$ cat src/rtl/param_acc_datapath.sv
// Accumulator-machine datapath: AC/PC/IR/carry/MQ, combinational ALU, muxed
// address/data paths and a sequential shift-add multiplier (AC * IR operand).
module param_acc_datapath #(
  parameter int DW  = 16,
  parameter int OPW = 3,
  parameter int AW  = DW - OPW
) (
  input  logic           clk,
  input  logic           rst,
  input  logic [DW-1:0]  mem_rdata,
  output logic [DW-1:0]  mem_wdata,
  output logic [AW-1:0]  adr,
  input  logic           pc_on_adr,
  input  logic           ir_on_adr,
  input  logic           dbus_sel,
  input  logic           ld_ir,
  input  logic           ld_pc,
  input  logic           inc_pc,
  input  logic           clr_pc,
  input  logic           ld_ac,
  input  logic           ac_ldimm,
  input  logic           ac_inc,
  input  logic           ac_shr,
  input  logic           ac_shl,
  input  logic           ac_zero,
  input  logic [2:0]     alu_op,
  input  logic           set_carry,
  input  logic           clr_carry,
  input  logic           mul_start,
  output logic [OPW-1:0] op_code,
  output logic           zero_flag,
  output logic           carry_flag,
  output logic [DW-1:0]  mq,
  output logic           mul_busy,
  output logic           mul_done,
  output logic           bus_err
);
  localparam int PW = DW + AW;
  localparam int CW = (AW > 1) ? $clog2(AW) : 1;

  typedef enum logic [1:0] {IDLE, RUN, DONE} mstate_t;

  logic [DW-1:0] ac, ir, alu_y, dbus, opnd;
  logic [AW-1:0] pc;
  logic          carry_q, alu_arith;
  logic [DW:0]   sum;
  mstate_t       state_q, state_d;
  logic [PW-1:0] mcand, prod, prod_nxt;
  logic [AW-1:0] mplier;
  logic [CW-1:0] cnt;
  logic          mul_last, mul_idle;

  assign opnd       = DW'(ir[AW-1:0]);
  assign op_code    = ir[DW-1:DW-OPW];
  assign mem_wdata  = ac;
  assign zero_flag  = (ac == '0);
  assign carry_flag = carry_q;
  assign dbus       = dbus_sel ? alu_y : mem_rdata;
  assign adr        = pc_on_adr ? pc : (ir_on_adr ? ir[AW-1:0] : '0);

  always_comb begin
    sum       = '0;
    alu_y     = '0;
    alu_arith = 1'b0;
    case (alu_op)
      3'd0: alu_y = opnd;
      3'd1: begin sum = {1'b0, ac} + {1'b0, opnd}; alu_arith = 1'b1; end
      3'd2: begin sum = {1'b0, ac} + {1'b0, opnd} + (DW+1)'(carry_q); alu_arith = 1'b1; end
      3'd3: begin sum = {1'b0, ac} + {1'b0, ~opnd} + (DW+1)'(1); alu_arith = 1'b1; end
      3'd4: alu_y = ac & opnd;
      3'd5: alu_y = ac | opnd;
      3'd6: alu_y = ac ^ opnd;
      default: alu_y = ~ac;
    endcase
    if (alu_arith) alu_y = sum[DW-1:0];
  end

  always_ff @(posedge clk or posedge rst) begin
    if (rst) carry_q <= 1'b0;
    else if (clr_carry) carry_q <= 1'b0;
    else if (set_carry) carry_q <= 1'b1;
    else if (ld_ac && dbus_sel && alu_arith) carry_q <= sum[DW];
  end

  always_ff @(posedge clk or posedge rst) begin
    if (rst) pc <= '0;
    else if (clr_pc) pc <= '0;
    else if (ld_pc) pc <= ir[AW-1:0];
    else if (inc_pc) pc <= pc + AW'(1);
  end

  always_ff @(posedge clk or posedge rst) begin
    if (rst) ir <= '0;
    else if (ld_ir) ir <= dbus;
  end

  always_ff @(posedge clk or posedge rst) begin
    if (rst) bus_err <= 1'b0;
    else if (pc_on_adr && ir_on_adr) bus_err <= 1'b1;
  end

  // Multiplier control
  assign mul_idle = (state_q == IDLE);
  assign mul_last = (cnt == CW'(AW-1));
  assign mul_busy = (state_q == RUN);
  assign mul_done = (state_q == DONE);
  assign prod_nxt = prod + (mplier[0] ? mcand : '0);

  always_ff @(posedge clk or posedge rst) begin
    if (rst) state_q <= IDLE;
    else     state_q <= state_d;
  end

  always_comb begin
    state_d = state_q;
    case (state_q)
      IDLE:    if (mul_start) state_d = RUN;
      RUN:     if (mul_last)  state_d = DONE;
      DONE:    state_d = IDLE;
      default: state_d = IDLE;
    endcase
  end

  always_ff @(posedge clk or posedge rst) begin
    if (rst) begin
      mcand  <= '0;
      mplier <= '0;
      prod   <= '0;
      cnt    <= '0;
    end else if (mul_idle && mul_start) begin
      mcand  <= PW'(ac);
      mplier <= ir[AW-1:0];
      prod   <= '0;
      cnt    <= '0;
    end else if (mul_busy) begin
      prod   <= prod_nxt;
      mcand  <= mcand << 1;
      mplier <= mplier >> 1;
      cnt    <= cnt + CW'(1);
    end
  end

  // Product writeback beats any strobe; strobes only act while the multiplier is idle.
  always_ff @(posedge clk or posedge rst) begin
    if (rst) begin
      ac <= '0;
      mq <= '0;
    end else if (mul_busy && mul_last) begin
      ac <= prod_nxt[DW-1:0];
      mq <= DW'(prod_nxt[PW-1:DW]);
    end else if (mul_idle) begin
      if      (ac_zero)  ac <= '0;
      else if (ld_ac)    ac <= dbus;
      else if (ac_ldimm) ac <= opnd;
      else if (ac_inc)   ac <= ac + DW'(1);
      else if (ac_shr)   ac <= ac >> 1;
      else if (ac_shl)   ac <= ac << 1;
    end
  end
endmodule

$ cat config.mk
export PLATFORM = sky130hd
export DESIGN_NAME = param_acc_datapath
export DESIGN_NICKNAME = d
export VERILOG_FILES = /design/src/rtl/param_acc_datapath.sv
export SDC_FILE = /design/constraint.sdc
export NUM_CORES = 1
export LEC_CHECK = 0
export CAP_MARGIN = 20
export CORE_MARGIN = 8
export CORE_UTILIZATION = 28
export DETAILED_ROUTE_END_ITERATION = 12
export DONT_BUFFER_PORTS = 1
export GPL_TIMING_DRIVEN = 1
export PLACE_DENSITY = 0.51
export SLEW_MARGIN = 20
export SYNTH_ARGS = -nofsm -noshare
export SYNTH_HDL_FRONTEND = slang
export SYNTH_SLANG_ARGS = --single-unit
$ cat constraint.sdc
create_clock -name clk -period 5.3 [get_ports clk]
set_clock_uncertainty 0.15 [all_clocks]
set_input_delay 1.06 -clock clk [delete_from_list [all_inputs] [get_ports clk]]
set_output_delay 1.06 -clock clk [all_outputs]
set_load 0.02 [all_outputs]
After elaboration in Yosys (flattened, before gate mapping)
Index checks and enable logic that the tools add are counted.
{ "totals": {"out_inout_bits": 53, "inputBits": 37, "ff_bits": 137, "wordCells": 84} }
{ "classes": {"eq_ne": 11, "n_reduce_logical": 16, "n_mux": 33, "addsub": 8, "bitwise_logic": 5} }
{ "op_table": {"columns": ["operator", "n"], "rows": [
  ["two-way mux 16 bit", 10],
  ["two-way mux 29 bit", 5],
  ["two-way mux 13 bit", 7],
  ["one-hot mux 16 bit (5 select lines)", 1],
  ["one-hot mux 17 bit (3 select lines)", 1],
  ["adder 29 bit", 1],
  ["adder 16 x 13 -> 17 bit", 1],
  ["adder 16 x 16 -> 17 bit", 1],
  ["adder 17 x 1 -> 17 bit", 1],
  ["adder 17 x 1 -> 17 bit (second input constant)", 1],
  ["adder 16 x 1 -> 16 bit (second input constant)", 1],
  ["AND 16 x 13 -> 16 bit", 1],
  ["logical NOT 16 bit", 1],
  ["NOT 13 -> 16 bit", 1],
  ["NOT 16 bit", 1],
  ["bitwise OR 16 x 13 -> 16 bit", 1],
  ["bitwise XOR 16 x 13 -> 16 bit", 1],
  ["adder 13 x 1 -> 13 bit (second input constant)", 1],
  ["equality test 3 bit (second input constant)", 3],
  ["two-way mux 4 bit", 2],
  ["nonzero test 7 bit", 1],
  ["equality test 3 x 2 -> 1 bit (second input constant)", 2],
  ["nonzero test 3 bit", 2],
  ["logical AND 1 bit", 5],
  ["other kinds (15)", 21]
]} }

Longest topological paths before layout
Gate-level depths: netlist of run 1.
{ "depth": {"depth_word": 10, "mapped_depth": 15, "depth_no_buf": 15} }

Least setup slack after synthesis of run 1
Ideal clock, no wire load.
{ "synth_path": {"kind": "reg-to-reg", "startpoint": "register ac[2], in the netlist mem_wdata[2]", "endpoint": "register ac[12], in the netlist mem_wdata[12]", "slack_ns": 1.536, "setup_time_ns": 0.126, "path_stages_with_launch": 14, "n_path_buf": 2, "t_arrival_ns": 3.488, "period_less_slack_ns": 3.764, "t_required_ns": 5.024, "cell_sequence": "dfrtp_1 -> clkbuf_1 -> inv_1 -> ha_1 -> buf_2 -> nor2b_1 -> o2111ai_2 -> a311oi_1 -> or4_4 -> nor4_4 -> xnor2_1 -> a2111oi_1 -> a311oi_1 -> a221o_1"} }
{ "synth_via": {"elab_chain_cells": 9, "elab_cells_between_ends": 14, "classes_between": "5 x add/sub; 9 x mux"} }
{ "synth_rtl": {"columns": ["element", "line_no", "rtl"], "rows": [
  ["start, declared", "43", "logic [DW-1:0] ac, ir, alu_y, dbus, opnd;"],
  ["start signal, assigned", "149", "ac <= prod_nxt[DW-1:0];"],
  ["start signal, assigned", "153", "else if (ld_ac) ac <= dbus;"],
  ["start signal, assigned", "154", "else if (ac_ldimm) ac <= opnd;"],
  ["adder 16 x 16 -> 17 bit / adder 16 x 13 -> 17 bit (equally long branches)", "69, 67, 68", null],
  ["adder 17 x 1 -> 17 bit, on equally long branches", "69, 68", null],
  ["one-hot mux 17 bit (3 select lines)", "65", "case (alu_op)"],
  ["two-way mux 16 bit", "75", "if (alu_arith) alu_y = sum[DW-1:0];"],
  ["two-way mux 16 bit", "58", "assign dbus = dbus_sel ? alu_y : mem_rdata;"],
  ["two-way mux 16 bit *", "153", null],
  ["two-way mux 16 bit *", "152", "if (ac_zero) ac <= '0;"],
  ["two-way mux 16 bit *", "151", "end else if (mul_idle) begin"],
  ["two-way mux 16 bit *", "148", "end else if (mul_busy && mul_last) begin"]
]} }
Mark *: on every way between the ends. The rest lies on a longest branch, timed or not. The select of a mux whose other input is x is not followed.
A chain may end at the register's enable or synchronous reset.

Final worst setup path of run 1
{ "layout_path": {"startpoint": "register ac[0], in the netlist mem_wdata[0]", "endpoint": "register ac[12], in the netlist mem_wdata[12]"} }
Same word-level chain as after synthesis.

==> impl_metrics.py, run 1 <==
metrics = {
    "floorplanning": {
        "die_w_um": 218,
        "io_pins": 90,
        "dieArea_um2": 47400,
        "num_rows": 74,
        "core-area_um2": 40500,
        "start_util_pct": 28.1,
        "die_h_um": 218,
    },
    "place": {
        "dp_slack_ps": 1010,
        "io_buffers": 0,
        "gp_congestion": 0.928,
        "dpl.hpwl_um": 29700,
    },
    "cells_and_area": {
        "mostFrequentLayoutCell": "nand2_1",
        "final_cell_mix": "nand2_1 (203), dfrtp_1 (137), o21ai_0 (127)",
        "nets": 1504,
        "syn2layout_area_growth_pct": 9.56,
        "drive_gt1_share_pct": 6.94,
    },
    "cts": {
        "numCtsBuffers": 17,
        "cts.clk_slew.worst_paths_ps": 60,
        "tritoncts": "built",
        "cts_setup_buffers": 0,
        "root_buffer": "clkbuf_16",
        "cts_resized": 0,
        "clock_sinks": 137,
        "clock_path_buffers": 2,
        "htree_levels": 4,
        "insertion_delay_ps": 440,
        "holdBufCountCts": 0,
    },
    "sta": {
        "final_max_slew_viol_count": 0,
        "rsz0062_at_grt": "false",
        "finalCritPeriodShare_pct": 81.8,
        "period_minus_slack_ps": 4330,
        "fin_tns_setup_ps": 0,
        "tightest_slew_ps": 1020,
        "finalSetupViolCount": 0,
        "relSlewSlack_pct": 31.4,
        "clock.fmax_ghz": 0.231,
        "setup_slack_ps": 966,
        "finalHoldViolCount": 0,
    },
    "drt": {
        "drc": 0,
        "wl_per_cell_um": 21.2,
        "ant_nets": 0,
        "dr.pass1.iters": 5,
        "first_iter_violations": 938,
        "via_per_inst": 5.48,
        "drt_wl_total_um": 41000,
        "vias": 10600,
    },
    "setup_path": {
        "cp.required_ps": 5470,
        "r2r-start": "mem_wdata[0]$_DFFE_PP0P_",
        "crit_start": "mem_wdata[0]$_DFFE_PP0P_",
        "r2r_cells": 12,
        "arrival_ps": 4500,
        "crit_type": "reg2reg",
        "rrSetupSlack_ps": 970,
        "critPathCapture": "mem_wdata[12]$_DFFE_PP0P_",
        "endpoint_kind": "flip-flop",
        "cp-start-kind": "flip-flop",
        "crit_fanout": 9,
        "r2r_end": "mem_wdata[12]$_DFFE_PP0P_",
    },
    "power_and_ir_drop": {
        "netSwitchingFraction_pct": 49.6,
        "pwr_density_cell_nw_per_um2": 598,
        "p_seq_share_pct": 25.8,
        "combPwrFrac_pct": 57.9,
        "p_sw_uw": 3700,
        "p_int_uw": 3760,
        "max-vdd-ir-drop_uv": 244,
        "p_leak_uw": 0.00534,
        "p_clk_share_pct": 16.4,
    },
    "synth": {
        "synth_warnings": 0,
        "synthCells": 1434,
        "synth_top_flop_cell": "dfrtp_1",
        "synth_area_leaders": "dfrtp_1 (30%), ha_1 (8.7%), nand2_1 (6.7%)",
        "synth_edf_count": 0,
        "synth_top_area_share_pct": 30.1,
        "syn_avg_cell_area_um2": 7.94,
        "synth_top_area_cell": "dfrtp_1",
        "ys_seq_area_share_pct": 30.1,
        "ys_async_sr_fraction_pct": 100,
        "ys_ff_latch": 137,
        "synth.distinct_cells": 80,
        "syn_area_um2": 11400,
    },
    "outcome": {
        "status": "finished clean",
    },
    "job": {
        "cap_viol_max_count": 0,
    },
    "grt": {
        "grt_pass1_wl_um": 63000,
        "grt_max_degree": 65,
        "antenna_found_initial": 1,
        "grt_use_total_pct": 17.1,
        "grt_pass1_vias": 10200,
        "overflow": 0,
    },
    "hold_path": {
        "hold_path.class": "reg2reg",
    },
}
==> worst min path at each step <==
stage | from | end | slack, ps | cells after the start
global route | mplier[9]$_DFFE_PP0P_ | mplier[9]$_DFFE_PP0P_ | 360 | 2
finish | mplier[7]$_DFFE_PP0P_ | mplier[7]$_DFFE_PP0P_ | 330 | 2
global placement | mplier[4]$_DFFE_PP0P_ | mplier[4]$_DFFE_PP0P_ | 310 | 2
detailed placement | mplier[4]$_DFFE_PP0P_ | mplier[4]$_DFFE_PP0P_ | 320 | 2
CTS | mplier[4]$_DFFE_PP0P_ | mplier[4]$_DFFE_PP0P_ | 330 | 2
floorplan | mplier[10]$_DFFE_PP0P_ | mplier[10]$_DFFE_PP0P_ | 300 | 2
==> cell type report <==
cell class	instances	area [um^2]
diodes	1	2.50
clock buffers	21	470
clock inverters	10	118
fillers	4342	28000
inverters	58	223
multi-input cells	1139	7320
flip-flops and latches	137	3430
well taps	532	666
repair buffers	32	240
==> metrics by stage <==
stage	hold WS (ps)	cell area, um^2	utilization [%]	total power, uW	instances
finish	330	12500	30.8	7460	1930
global route	356	12500	30.8	8070	1929
detailed placement	316	11900	29.4	6230	1898
floorplan	296	11400	-	5060	1436
CTS	331	12500	30.8	7490	1929
global placement	313	11900	29.4	6190	1898
==> routing by layer <==
metal	up-vias	global-route usage, %	wire [um]
li1	5008	-	-
met1	5171	23.4	18800
met2	325	26.3	18400
met3	64	3.51	2580
met4	0	6.24	1140
met5	-	0	0
==> power by group through the flow <==
stage | registers, uW | clock network (uW) | logic (uW)
after floorplan | 1860 | 0 | 3200
after global placement | 1940 | 0 | 4250
after detailed placement | 1950 | 0 | 4290
after CTS | 1930 | 1250 | 4310
after global routing | 1990 | 1290 | 4780
final | 1920 | 1220 | 4320
==> cell usage after synthesis (27+ instances only) <==
library cell	number
and2_1	32
nand2_1	204
nor2_1	109
ha_1	79
clkbuf_1	76
inv_1	56
a211oi_1	45
xnor2_1	57
a21oi_1	96
dfrtp_1	137
xor2_1	27
o21ai_0	127
nand3_1	49
a22oi_1	37
==> flip-flops by register name (all words and copies together), names as in the netlist <==
register	flops
mcand	29
prod	29
ir	16
mem_wdata	16
mplier	13
mq	13
pc	13
cnt	4
state_q	2
bus_err	1
carry_flag	1
==> cells by family after synthesis <==
logic type / share of synthesized area [%]
muxes: 2.90
xor gates and xnor gates: 6.61
other: 0.0329
DFF: 30.1
adders and majority gates: 9.21
buffers and inverters: 5.74
and+or+nand+nor: 20.5
AOI/OAI and AO/OA: 24.9
==> critical path, cell delays in order, from the launching register on <==
cell	delay [ps]
dfrtp_1	680
ha_1	290
inv_1	80
fa_1	460
nand2b_1	230
a21oi_1	260
a2111oi_0	190
or4_4	620
nor4_4	280
xnor2_1	100
a2111oi_1	420
a311oi_1	120
a221o_1	340
Power figures use the tool's default switching activity.
==> run 2: changes to the inputs <==
clock period = 4.3 ns   (was 5.3 ns; I/O delays follow)
==> run 2 against run 1 <==
Against the previous run:
- sequential share of layout area is 0.49 points lower
- routed wire length up 0.44%
- sequential cell count stayed put
- hold slack got worse by 290 ps
- non-clock buffer count rose by 19
- final area up 1.8%
- clock power up 33%
- worst setup slack got worse by 720 ps
- sequential power increased by 20%
- cell count is 1.0% higher
- critical path depth unchanged
- largest power group unchanged
==> impl_metrics.py, run 2 (synthesized netlist as in run 1, its figures left out) <==
metrics = {
    "grt": {
        "overflow": 0,
        "antenna_found_initial": 1,
        "grt_pass1_vias": 10200,
        "busiest_layer": "met2",
        "grtUsageMet2_pct": 26.6,
        "grt.met3_usage_pct": 3.62,
        "grt_use_met1_pct": 23.4,
        "grt_max_degree": 84,
        "grt_pass1_wl_um": 63300,
        "grt_use_total_pct": 17.1,
    },
    "cells_and_area": {
        "drive_gt1_share_pct": 8.75,
        "final_cell_mix": "nand2_1 (204), dfrtp_1 (137), o21ai_0 (126)",
        "mostFrequentLayoutCell": "nand2_1",
        "num-fill-cells": 4268,
        "syn2layout_area_growth_pct": 11.5,
        "nets": 1523,
        "reg_top3": "mcand: 29 flops, prod: 29 flops",
        "multi_input_comb_area_um2": 7360,
        "regArea_um2": 3430,
        "final_cells": 1950,
        "fin_util_pct": 31.4,
    },
    "setup_path": {
        "crit_type": "reg2reg",
        "crit_fanout": 10,
        "cp.required_ps": 4480,
        "endpoint_kind": "flip-flop",
        "r2r_end": "mem_wdata[12]$_DFFE_PP0P_",
        "r2r_cells": 12,
        "cp-start-kind": "flip-flop",
        "r2r-start": "ir[4]$_DFFE_PP0P_",
        "rrSetupSlack_ps": 240,
        "arrival_ps": 4240,
    },
    "sta": {
        "fin_tns_setup_ps": 0,
        "finalHoldViolCount": 0,
        "finalCritPeriodShare_pct": 94.3,
        "clock.fmax_ghz": 0.247,
        "period_minus_slack_ps": 4060,
        "rsz0062_at_grt": "false",
        "relSlewSlack_pct": 31.4,
        "finalSetupViolCount": 0,
        "setup_slack_ps": 243,
        "final_max_slew_viol_count": 0,
        "tightest_slew_ps": 1020,
    },
    "floorplanning": {
        "io_pins": 90,
        "die_h_um": 218,
        "dieArea_um2": 47400,
        "die_w_um": 218,
        "core-area_um2": 40500,
        "num_rows": 74,
        "start_util_pct": 28.1,
    },
    "cts": {
        "htree_levels": 4,
        "cts.clk_slew.worst_paths_ps": 70,
        "clock_path_buffers": 2,
        "tritoncts": "built",
        "clock_sinks": 137,
        "numCtsBuffers": 17,
        "root_buffer": "clkbuf_16",
        "insertion_delay_ps": 440,
    },
    "power_and_ir_drop": {
        "pwr_density_cell_nw_per_um2": 752,
        "max-vdd-ir-drop_uv": 265,
        "p_leak_uw": 0.00545,
    },
    "job": {
        "cap_viol_max_count": 0,
    },
    "drt": {
        "drc": 0,
        "wl_per_cell_um": 21.1,
        "vias": 10500,
        "ant_nets": 0,
        "dr.pass1.iters": 5,
        "first_iter_violations": 827,
        "drt_wl_total_um": 41100,
        "via_per_inst": 5.38,
    },
    "place": {
        "dp_slack_ps": 116,
        "io_buffers": 0,
        "dpl.hpwl_um": 30700,
        "gp_congestion": 0.904,
        "dp.cells": 1916,
    },
    "outcome": {
        "status": "finished clean",
    },
    "hold_path": {
        "hold_path.class": "in2async",
    },
}
==> run 2: cell types whose count changed in the layout (fill, tap and decap cells not counted), moves of 2 or more <==
cell | before | now
buf_4 | 32 | 50
clkinv_4 | 1 | 4
clkbuf_8 | 3 | 1
clkinv_2 | 2 | 0
ha_1 | 79 | 77
ha_2 | 0 | 2
inv_8 | 0 | 2
nor3_1 | 25 | 23
nor3_2 | 0 | 2
==> run 2: how the worst max path moves through the flow <==
stage | from | to | slack (ps)
2_1_floorplan | mem_wdata[2]$_DFFE_PP0P_ | mem_wdata[12]$_DFFE_PP0P_ | 540
3_3_place_gp | ir[2]$_DFFE_PP0P_ | mem_wdata[12]$_DFFE_PP0P_ | 170
3_5_place_dp | ir[2]$_DFFE_PP0P_ | mem_wdata[12]$_DFFE_PP0P_ | 120
4_1_cts | ir[2]$_DFFE_PP0P_ | mem_wdata[12]$_DFFE_PP0P_ | 80
5_1_grt | ir[1]$_DFFE_PP0P_ | mem_wdata[12]$_DFFE_PP0P_ | 50
6_report | ir[4]$_DFFE_PP0P_ | mem_wdata[12]$_DFFE_PP0P_ | 240
==> run 2: layout make-up <==
| type | count | area share [%] |
|---|---|---|
| Multi-Input combinational cell | 1139 | 57.9 |
| Antenna cell | 1 | 0.0197 |
| Timing Repair Buffer | 51 | 3.11 |
| Inverter | 58 | 1.74 |
| Clock buffer | 18 | 3.46 |
| Clock inverter | 14 | 1.49 |
| Sequential cell | 137 | 27.0 |
| Tap cell | 532 | 5.24 |
==> run 2: report_power, final <==
group | internal [uW] | switching (uW)
clock network | 945 | 671
registers | 1800 | 515
logic | 2080 | 3540
==> run 2: worst max-delay path, cell delays in order (launching register included) <==
cell	delay [ps]
dfrtp_1	490
inv_1	170
ha_1	500
a21oi_1	350
o211ai_2	200
a21boi_2	170
xor2_1	140
or4_4	490
nor4_4	270
xnor2_1	110
a2111oi_2	430
a311oi_1	120
a221o_1	340
==> run 2: repair_timing <==
item,in CTS,in global routing
setup buffers,0,1
hold buffers,0,0
endpoints found under the setup margin,0,10
resized for setup,0,8
hold endpoints to repair,0,0
==> run 2: metal layers <==
layer / part of all wire (%) / vias to the layer above / wire (um)
li1: - / 5044 / -
met1: 46 / 5040 / 19000
met2: 45 / 362 / 18600
met3: 6.7 / 47 / 2750
met4: 2.0 / 0 / 805
met5: 0 / - / 0
==> run 2: metrics by stage <==
stage / power (uW) / hold WS [ps] / instance area [um^2]
2_1_floorplan: 6230 / 296 / 11400
3_3_place_gp: 7850 / 309 / 12000
3_5_place_dp: 7870 / 313 / 12000
4_1_cts: 9520 / 31.2 / 12700
5_1_grt: 10300 / 25.5 / 12700
6_report: 9550 / 38.9 / 12700
